===== src/rtl/led_code_sched.sv =====
// Round-robin scheduler sharing one LED between NUM_REQ blink-code requesters.
// Optional idle heartbeat on the LED is enabled with `define LED_HEARTBEAT_EN.
module led_code_sched #(
    parameter int OSC_CLOCK = 27000000,
    parameter int TICK_HZ   = 10,
    parameter int NUM_REQ   = 4,
    parameter int CODE_W    = 4,
    parameter int ON_TICKS  = 2,
    parameter int OFF_TICKS = 3,
    parameter int GAP_TICKS = 10,
    parameter int HB_TICKS  = 5
) (
    input  logic                       in_clk,
    input  logic                       reset,
    input  logic [NUM_REQ-1:0]         req,
    input  logic [NUM_REQ*CODE_W-1:0]  code,
    output logic [NUM_REQ-1:0]         grant,
    output logic                       busy,
    output logic                       done,
    output logic                       led
);

    localparam int TICK_DIV = OSC_CLOCK / TICK_HZ;
    localparam int PTR_W    = $clog2(NUM_REQ);
    localparam logic [23:0] TICK_LAST = 24'(TICK_DIV - 1);

    typedef enum logic [1:0] {S_IDLE, S_ON, S_OFF, S_GAP} state_t;

    state_t              state_reg, state_next;
    logic [NUM_REQ-1:0]  grant_reg, grant_next;
    logic                busy_reg, busy_next;
    logic                done_reg, done_next;
    logic                led_reg, led_next;
    logic [23:0]         presc_reg, presc_next;
    logic [7:0]          phase_reg, phase_next;
    logic [CODE_W-1:0]   blink_reg, blink_next;
    logic [PTR_W-1:0]    rr_ptr_reg, rr_ptr_next;
`ifdef LED_HEARTBEAT_EN
    logic [7:0]          hb_reg, hb_next;
`endif

    logic [NUM_REQ-1:0]  eligible;
    logic                found;
    logic [PTR_W-1:0]    sel_idx;
    logic [PTR_W-1:0]    cand;
    logic                tick;
    logic [CODE_W-1:0]   blink_dec;

    genvar gi;
    generate
        for (gi = 0; gi < NUM_REQ; gi++) begin : g_elig
            assign eligible[gi] = req[gi] && (code[gi*CODE_W +: CODE_W] != '0);
        end
    endgenerate

    assign tick      = (presc_reg == TICK_LAST);
    assign blink_dec = blink_reg - CODE_W'(1);

    // Round-robin search beginning just after the last owner.
    always_comb begin
        found   = 1'b0;
        sel_idx = '0;
        cand    = '0;
        for (int k = 1; k <= NUM_REQ; k++) begin
            cand = PTR_W'((int'(rr_ptr_reg) + k) % NUM_REQ);
            if (!found && eligible[cand]) begin
                found   = 1'b1;
                sel_idx = cand;
            end
        end
    end

    always_comb begin
        state_next  = state_reg;
        grant_next  = grant_reg;
        busy_next   = busy_reg;
        done_next   = 1'b0;
        led_next    = led_reg;
        presc_next  = tick ? 24'd0 : presc_reg + 24'd1;
        phase_next  = phase_reg;
        blink_next  = blink_reg;
        rr_ptr_next = rr_ptr_reg;
`ifdef LED_HEARTBEAT_EN
        hb_next     = hb_reg;
`endif
        case (state_reg)
            S_IDLE: begin
`ifdef LED_HEARTBEAT_EN
                if (tick) begin
                    if (hb_reg == 8'(HB_TICKS - 1)) begin
                        hb_next  = 8'd0;
                        led_next = ~led_reg;
                    end else begin
                        hb_next = hb_reg + 8'd1;
                    end
                end
`else
                presc_next = 24'd0;
                led_next   = 1'b0;
`endif
                if (found) begin
                    state_next          = S_ON;
                    grant_next          = '0;
                    grant_next[sel_idx] = 1'b1;
                    busy_next           = 1'b1;
                    led_next            = 1'b1;
                    blink_next          = code[sel_idx*CODE_W +: CODE_W];
                    rr_ptr_next         = sel_idx;
                    presc_next          = 24'd0;
                    phase_next          = 8'd0;
`ifdef LED_HEARTBEAT_EN
                    hb_next             = 8'd0;
`endif
                end
            end
            S_ON: begin
                led_next = 1'b1;
                if (tick) begin
                    if (phase_reg == 8'(ON_TICKS - 1)) begin
                        phase_next = 8'd0;
                        blink_next = blink_dec;
                        led_next   = 1'b0;
                        state_next = (blink_dec == '0) ? S_GAP : S_OFF;
                    end else begin
                        phase_next = phase_reg + 8'd1;
                    end
                end
            end
            S_OFF: begin
                led_next = 1'b0;
                if (tick) begin
                    if (phase_reg == 8'(OFF_TICKS - 1)) begin
                        phase_next = 8'd0;
                        state_next = S_ON;
                        led_next   = 1'b1;
                    end else begin
                        phase_next = phase_reg + 8'd1;
                    end
                end
            end
            S_GAP: begin
                led_next = 1'b0;
                if (tick) begin
                    if (phase_reg == 8'(GAP_TICKS - 1)) begin
                        phase_next = 8'd0;
                        state_next = S_IDLE;
                        grant_next = '0;
                        busy_next  = 1'b0;
                        done_next  = 1'b1;
`ifdef LED_HEARTBEAT_EN
                        hb_next    = 8'd0;
`endif
                    end else begin
                        phase_next = phase_reg + 8'd1;
                    end
                end
            end
            default: state_next = S_IDLE;
        endcase
    end

    always_ff @(posedge in_clk) begin
        if (reset) begin
            state_reg  <= S_IDLE;
            grant_reg  <= '0;
            busy_reg   <= 1'b0;
            done_reg   <= 1'b0;
            led_reg    <= 1'b0;
            presc_reg  <= 24'd0;
            phase_reg  <= 8'd0;
            blink_reg  <= '0;
            rr_ptr_reg <= PTR_W'(NUM_REQ - 1);
`ifdef LED_HEARTBEAT_EN
            hb_reg     <= 8'd0;
`endif
        end else begin
            state_reg  <= state_next;
            grant_reg  <= grant_next;
            busy_reg   <= busy_next;
            done_reg   <= done_next;
            led_reg    <= led_next;
            presc_reg  <= presc_next;
            phase_reg  <= phase_next;
            blink_reg  <= blink_next;
            rr_ptr_reg <= rr_ptr_next;
`ifdef LED_HEARTBEAT_EN
            hb_reg     <= hb_next;
`endif
        end
    end

    assign grant = grant_reg;
    assign busy  = busy_reg;
    assign done  = done_reg;
    assign led   = led_reg;

endmodule


===== config.mk =====
export PLATFORM = sky130hd
export DESIGN_NAME = led_code_sched
export DESIGN_NICKNAME = d
export VERILOG_FILES = /design/src/rtl/led_code_sched.sv
export SDC_FILE = /design/constraint.sdc
export NUM_CORES = 1
export LEC_CHECK = 0
export ABC_AREA = 0
export BUFFER_PORTS_ARGS = -buffer_cell sky130_fd_sc_hd__buf_2
export CORE_MARGIN = 4
export CORE_UTILIZATION = 51
export CTS_CLUSTER_DIAMETER = 150
export DETAILED_ROUTE_END_ITERATION = 6
export PLACE_DENSITY = 0.77
export SYNTH_ARGS = -nofsm -noshare
export SYNTH_HDL_FRONTEND = slang
export SYNTH_SLANG_ARGS = --single-unit

===== constraint.sdc =====
create_clock -name in_clk -period 2.55 [get_ports in_clk]
set_input_delay 0.51 -clock in_clk [delete_from_list [all_inputs] [get_ports in_clk]]
set_output_delay 0.51 -clock in_clk [all_outputs]
set_load 0.03 [all_outputs]

==> run summary, run 1 <==
Slew margin rel. -> 56.2%
Synthesized flop and latch total -> 47
Static leakage -> 1.06 nW
Global-route wire length before repair -> 8940 um
Top cell type's share of synthesized area -> 37.0%
Startpoint Class -> flop
Post-DR vias/cell -> 5.53
Core Rows -> 25
Avg Inst Size Synth -> 8.93 um2
Top post-synthesis cells by area -> dfxtp_1, nor2_1, xor2_1
Clock Latency Late Sink -> 0.30 ns
Chip width -> 78.7 um
Post-synth top cells -> nor2_1, dfxtp_1, xor2_1, nand2_1, xnor2_1
CP endpoint kind -> flop
Ant diodes -> 0
Hold Fails Final Rpt -> 0
Core area -> 4790 um2
Io pins -> 29
CTS resizes -> 0
Total track usage -> 17.7%
VDD IR max -> 0.336 mV
Fmax -> 0.440 GHz
Post-Route WL -> 5090 um
DRC viols -> 0
Setup TNS -> 0 ns
CTS H-tree lvls -> 2
Setup repair bufs after CTS -> 0
Syn Nets -> 313
Final net count -> 349
DIE AREA -> 6190 um2
Root Driver -> clkbuf_8
Clock Pin Slew Worst Setup and Hold Paths -> 0.09 ns
Warnings, synthesis -> 0
Hold-fix buffers, CTS -> 0
Count leader, synth -> nor2_1
Post-layout util -> 59.7%
Crit path kind -> reg -> reg
Detailed-placement wirelength estimate -> 3810 um
Port Buf Inserts -> 28
Clock sinks -> 47
Total grt overflow -> 0
Final Critical Period -> 2.27 ns
DR vias -> 2,144
WL/cell -> 13.1 um
Crit path DAT -> 2.45 ns
Setup-violating endpoint count in the final report -> 0
Post-synth top area cell -> dfxtp_1
Clk buf depth -> 2
CP required -> 2.72 ns
DRT iter0 DRCs -> 191
CP max FO -> 9
RSZ-0062 raised after global routing -> false
Mapped Cells -> 285
Max reg flops -> 24
Largest net degree at the start of global routing -> 25
Worst-Margin Slew -> 0.654 ns
Clk_skew -> 0.00588 ns
Pre-antenna DRT Iters -> 4
CTS tree -> yes
Max Cap Viol -> 0
Area Overhead vs Synth -> 12.1%
Status -> completed
Share of layout cells above drive strength 1 -> 21.5%
Initial Util -> 53.2%
Final Cycle Share -> 89.2%
Chip Height -> 78.7 um
Inserted Clock Buffers -> 5
Top FF cell, synth -> dfxtp_1
Post-synthesis cell type count -> 59
Power Total -> 0.00150 W
Max-slew violation count -> 0
Fraction of registers with async set or reset after synthesis -> 0%
GP Congestion -> 0.946
Post-Syn Area -> 2550 um2
Initial antenna violation count -> 0
Post-synth EDFFs -> 0
Vias in the first global route -> 2,036
Worst Hold Class -> reg -> reg
DRT antenna net count -> 0
Post-synthesis sequential area ratio -> 37.0%
Pwr dens -> 524 nW/um2
==> layer usage <==
layer  up-vias  share of wire (%)  track usage, %
met5         -                  0               0
met4         0                1.6            6.47
met3         9                5.4            3.78
met2        63                 45            28.2
met1       992                 48            23.4
li1       1080                  -               -
==> power breakdown <==
| part | leakage, nW | total [W] | switching (W) | internal (W) |
|---|---|---|---|---|
| combinational | 0.628 | 0.000256 | 0.000142 | 0.000114 |
| clock | 0.0477 | 0.000462 | 0.000244 | 0.000218 |
| sequential | 0.382 | 0.000779 | 0.0000210 | 0.000758 |
==> path summary, 6_finish.rpt <==
path	endpoint	start	slack (ns)	cells after the start
max	phase_reg[7]$_SDFFE_PP0P_	presc_reg[6]$_SDFF_PP0_	0.28	6
min	presc_reg[0]$_SDFF_PP0_	presc_reg[0]$_SDFF_PP0_	0.47	1
max reg2reg	phase_reg[7]$_SDFFE_PP0P_	presc_reg[6]$_SDFF_PP0_	0.28	6
min reg2reg	presc_reg[0]$_SDFF_PP0_	presc_reg[0]$_SDFF_PP0_	0.47	1
==> layout make-up <==
cell class                 count  area (um2)
inverter                      11        41.3
timing repair buffer          39         223
tap                           67        83.8
clock buffer                   6        82.6
fill                         440        1930
clock inverter                 1        8.76
sequential                    47         941
multi-input combinational    217        1480
==> stage by stage <==
stage	instances	hold slack (ns)	setup slack [ns]	area, um2
after CTS	388	0.473	0.254	2860
after global placement	381	0.443	0.0766	2760
after floorplan	285	0.430	0.251	2550
final	388	0.470	0.275	2860
after detailed placement	381	0.453	0.0390	2760
after global routing	388	0.501	0.0150	2860
==> critical path, stage by stage, from the launching register on <==
cell,delay [ns]
dfxtp_1,0.41
nor4bb_1,0.36
nand4_1,0.30
o31ai_2,0.62
nand4_1,0.20
xor2_1,0.20
nor2_1,0.06
==> cell families after synthesis <==
logic type,after synthesis,synth area share (%)
AO/OA/AOI/OAI,42,15.1
XOR/XNOR,32,11.0
adder cells (fa/ha/maj),6,2.95
buffers and inverters,21,5.11
flip-flops,47,37.0
multiplexers,9,3.69
AND/OR/NAND/NOR,128,25.2
==> cell usage in the layout, fill, tap and decap left out, types with 8 or more instances in the layout <==
cell type  netlist  routed
dfxtp_1         47      47
inv_1           11      11
nand2_1         15      15
xor2_1          17      17
xnor2_1         15      15
buf_4            0      11
buf_2            1      28
nand3_1         12      12
nor2_1          60      60
nand4_1          9       9
a21oi_1          8       8
Note: power is estimated with default switching activity, not from simulation.
==> run 2: changes to the inputs <==
CORE_UTILIZATION = 30   (was 51)
PLACE_DENSITY = 0.53   (was 0.77)
==> run 2 against run 1 <==
Maximum frequency decreased by 0.31%. Critical endpoint is now blink_reg[2]$_SDFFE_PP0P_. Largest power group unchanged. Die area increased by 62%. Via count decreased by 3.2%. Wire length increased by 1.4%. Highest routed layer unchanged. Critical path type unchanged.
==> run summary, run 2 (same netlist as run 1, synthesis figures left out) <==
Status -> completed
CTS tree -> yes
Internal power -> 0.00109 W
Worst Reg-to-Reg Cells -> 6
RSZ-0062 raised after global routing -> false
Crit-path slowest cell -> or4b_1
Leading cell type in the layout, fill and taps excluded -> nor2_1
Clock Latency Late Sink -> 0.30 ns
Area Overhead vs Synth -> 14.3%
Fmax -> 0.438 GHz
Largest net degree at the start of global routing -> 25
Pwr dens -> 519 nW/um2
Max-slew violation count -> 0
Clk pwr share -> 31.5%
CP required -> 2.77 ns
Final net count -> 349
Clk_skew -> 0.00806 ns
Io pins -> 29
Power share of the sequential group -> 51.6%
Post-Route WL -> 5160 um
Max reg flops -> 24
Share of layout cells above drive strength 1 -> 21.7%
Initial antenna violation count -> 0
Area taken by multi-input logic gates -> 1480 um2
Post-route setup slack -> 0.268 ns
WL/cell -> 12.1 um
Slew margin rel. -> 59.2%
GP Congestion -> 0.783
Cell family with most CP delay -> simple AND/OR/NAND/NOR gates
Worst Hold Class -> reg -> reg
Startpoint Class -> flop
Setup repair bufs after CTS -> 0
Pre-CTS setup slack -> 0.0194 ns
Core Rows -> 33
Crit path kind -> reg -> reg
R2r setup slk -> 0.27 ns
Core area -> 8220 um2
Worst Hold Path Cells -> 1
CP endpoint kind -> flop
DRT iter0 DRCs -> 53
Final Cycle Share -> 89.5%
Setup-violating endpoint count in the final report -> 0
DR vias -> 2,076
Inserted Clock Buffers -> 5
Chip Height -> 100 um
Combinational share of power -> 16.9%
Max Cap Viol -> 0
Total grt overflow -> 0
Cell depth of the worst setup path -> 6
Total track usage -> 11.0%
Clock sinks -> 47
DRT antenna net count -> 0
Setup TNS -> 0 ns
VDD IR max -> 0.265 mV
Final Critical Period -> 2.28 ns
Vias in the first global route -> 2,054
WP buf/inv -> 0
DIE AREA -> 10,000 um2
Ant diodes -> 0
Switch Pwr -> 0.000417 W
Hold Fails Final Rpt -> 0
Crit path DAT -> 2.51 ns
CP peak stage delay -> 0.54 ns
Port Buf Inserts -> 28
Post-DR vias/cell -> 4.86
Root Driver -> clkbuf_8
Most frequent cells in the layout -> nor2_1, dfxtp_1, buf_2
Power Total -> 0.00151 W
DRC viols -> 0
CP max FO -> 7
Worst-Margin Slew -> 0.608 ns
Clock Pin Slew Worst Setup and Hold Paths -> 0.09 ns
Initial Util -> 31.0%
Hold-fix buffers, CTS -> 0
Clk buf depth -> 2
CTS H-tree lvls -> 2
Chip width -> 100 um
Reg area -> 941 um2
CTS resizes -> 0
Global-route wire length before repair -> 9290 um
FILL cells -> 840
Net Sw Frac -> 27.6%
Critical path cell sequence -> nor4bb_1 -> nand4b_2 -> nor3_2 -> a21oi_4 -> or4b_1 -> a41oi_2
Pre-antenna DRT Iters -> 4
Static leakage -> 1.06 nW
Detailed-placement wirelength estimate -> 3960 um
-- run 2: cell count changes in the layout (fill, tap and decap cells not counted), sizes merged --
| cell | previous run | this run |
|---|---|---|
| clkinv | 0 | 1 |
| clkinvlp | 0 | 1 |
| inv | 12 | 11 |
-- run 2: area by class of cell --
cell class                 count  area share [%]
clock buffer                   6            2.84
clock inverter                 2           0.559
inverter                      11            1.42
multi-input combinational    217            50.7
sequential                    47            32.3
tap                          105            4.51
timing repair buffer          39            7.65
-- run 2: worst reg2reg max path: cells and delay by family, from the launching register on --
kind / cells / cell delay (ns)
flip-flops: 1 / 0.37
AND/OR/NAND/NOR: 4 / 1.53
AO/OA/AOI/OAI: 2 / 0.31
-- run 2: path summary, 6_finish.rpt --
path                            start                        end
max          presc_reg[13]$_SDFF_PP0_  blink_reg[2]$_SDFFE_PP0P_
min           presc_reg[0]$_SDFF_PP0_    presc_reg[0]$_SDFF_PP0_
max reg2reg  presc_reg[13]$_SDFF_PP0_  blink_reg[2]$_SDFFE_PP0P_
min reg2reg   presc_reg[0]$_SDFF_PP0_    presc_reg[0]$_SDFF_PP0_
-- run 2: metrics by stage --
step / std cells / util [%] / hold WS, ns / area [um2]
after global routing: 427 / 35.4 / 0.510 / 2910
after global placement: 419 / 34.2 / 0.448 / 2810
final: 427 / 35.4 / 0.475 / 2910
after CTS: 427 / 35.4 / 0.485 / 2910
after floorplan: 285 / - / 0.430 / 2550
after detailed placement: 419 / 34.2 / 0.463 / 2810
-- run 2: power by group through the flow --
stage          combinational, W  sequential (W)  clock, W
2_1_floorplan          0.000173        0.000804         0
4_1_cts                0.000257        0.000780  0.000499
5_1_grt                0.000286        0.000784  0.000533
3_5_place_dp           0.000256        0.000797         0
3_3_place_gp           0.000257        0.000797         0
6_report               0.000255        0.000779  0.000476
-- run 2: routing by layer --
layer / track usage, % / vias to the layer above / part of all wire, %
li1: - / 1080 / -
met1: 14.5 / 964 / 47
met2: 18.4 / 25 / 49
met3: 2.43 / 7 / 3.3
met4: 2.80 / 0 / 1.3
met5: 0 / - / 0
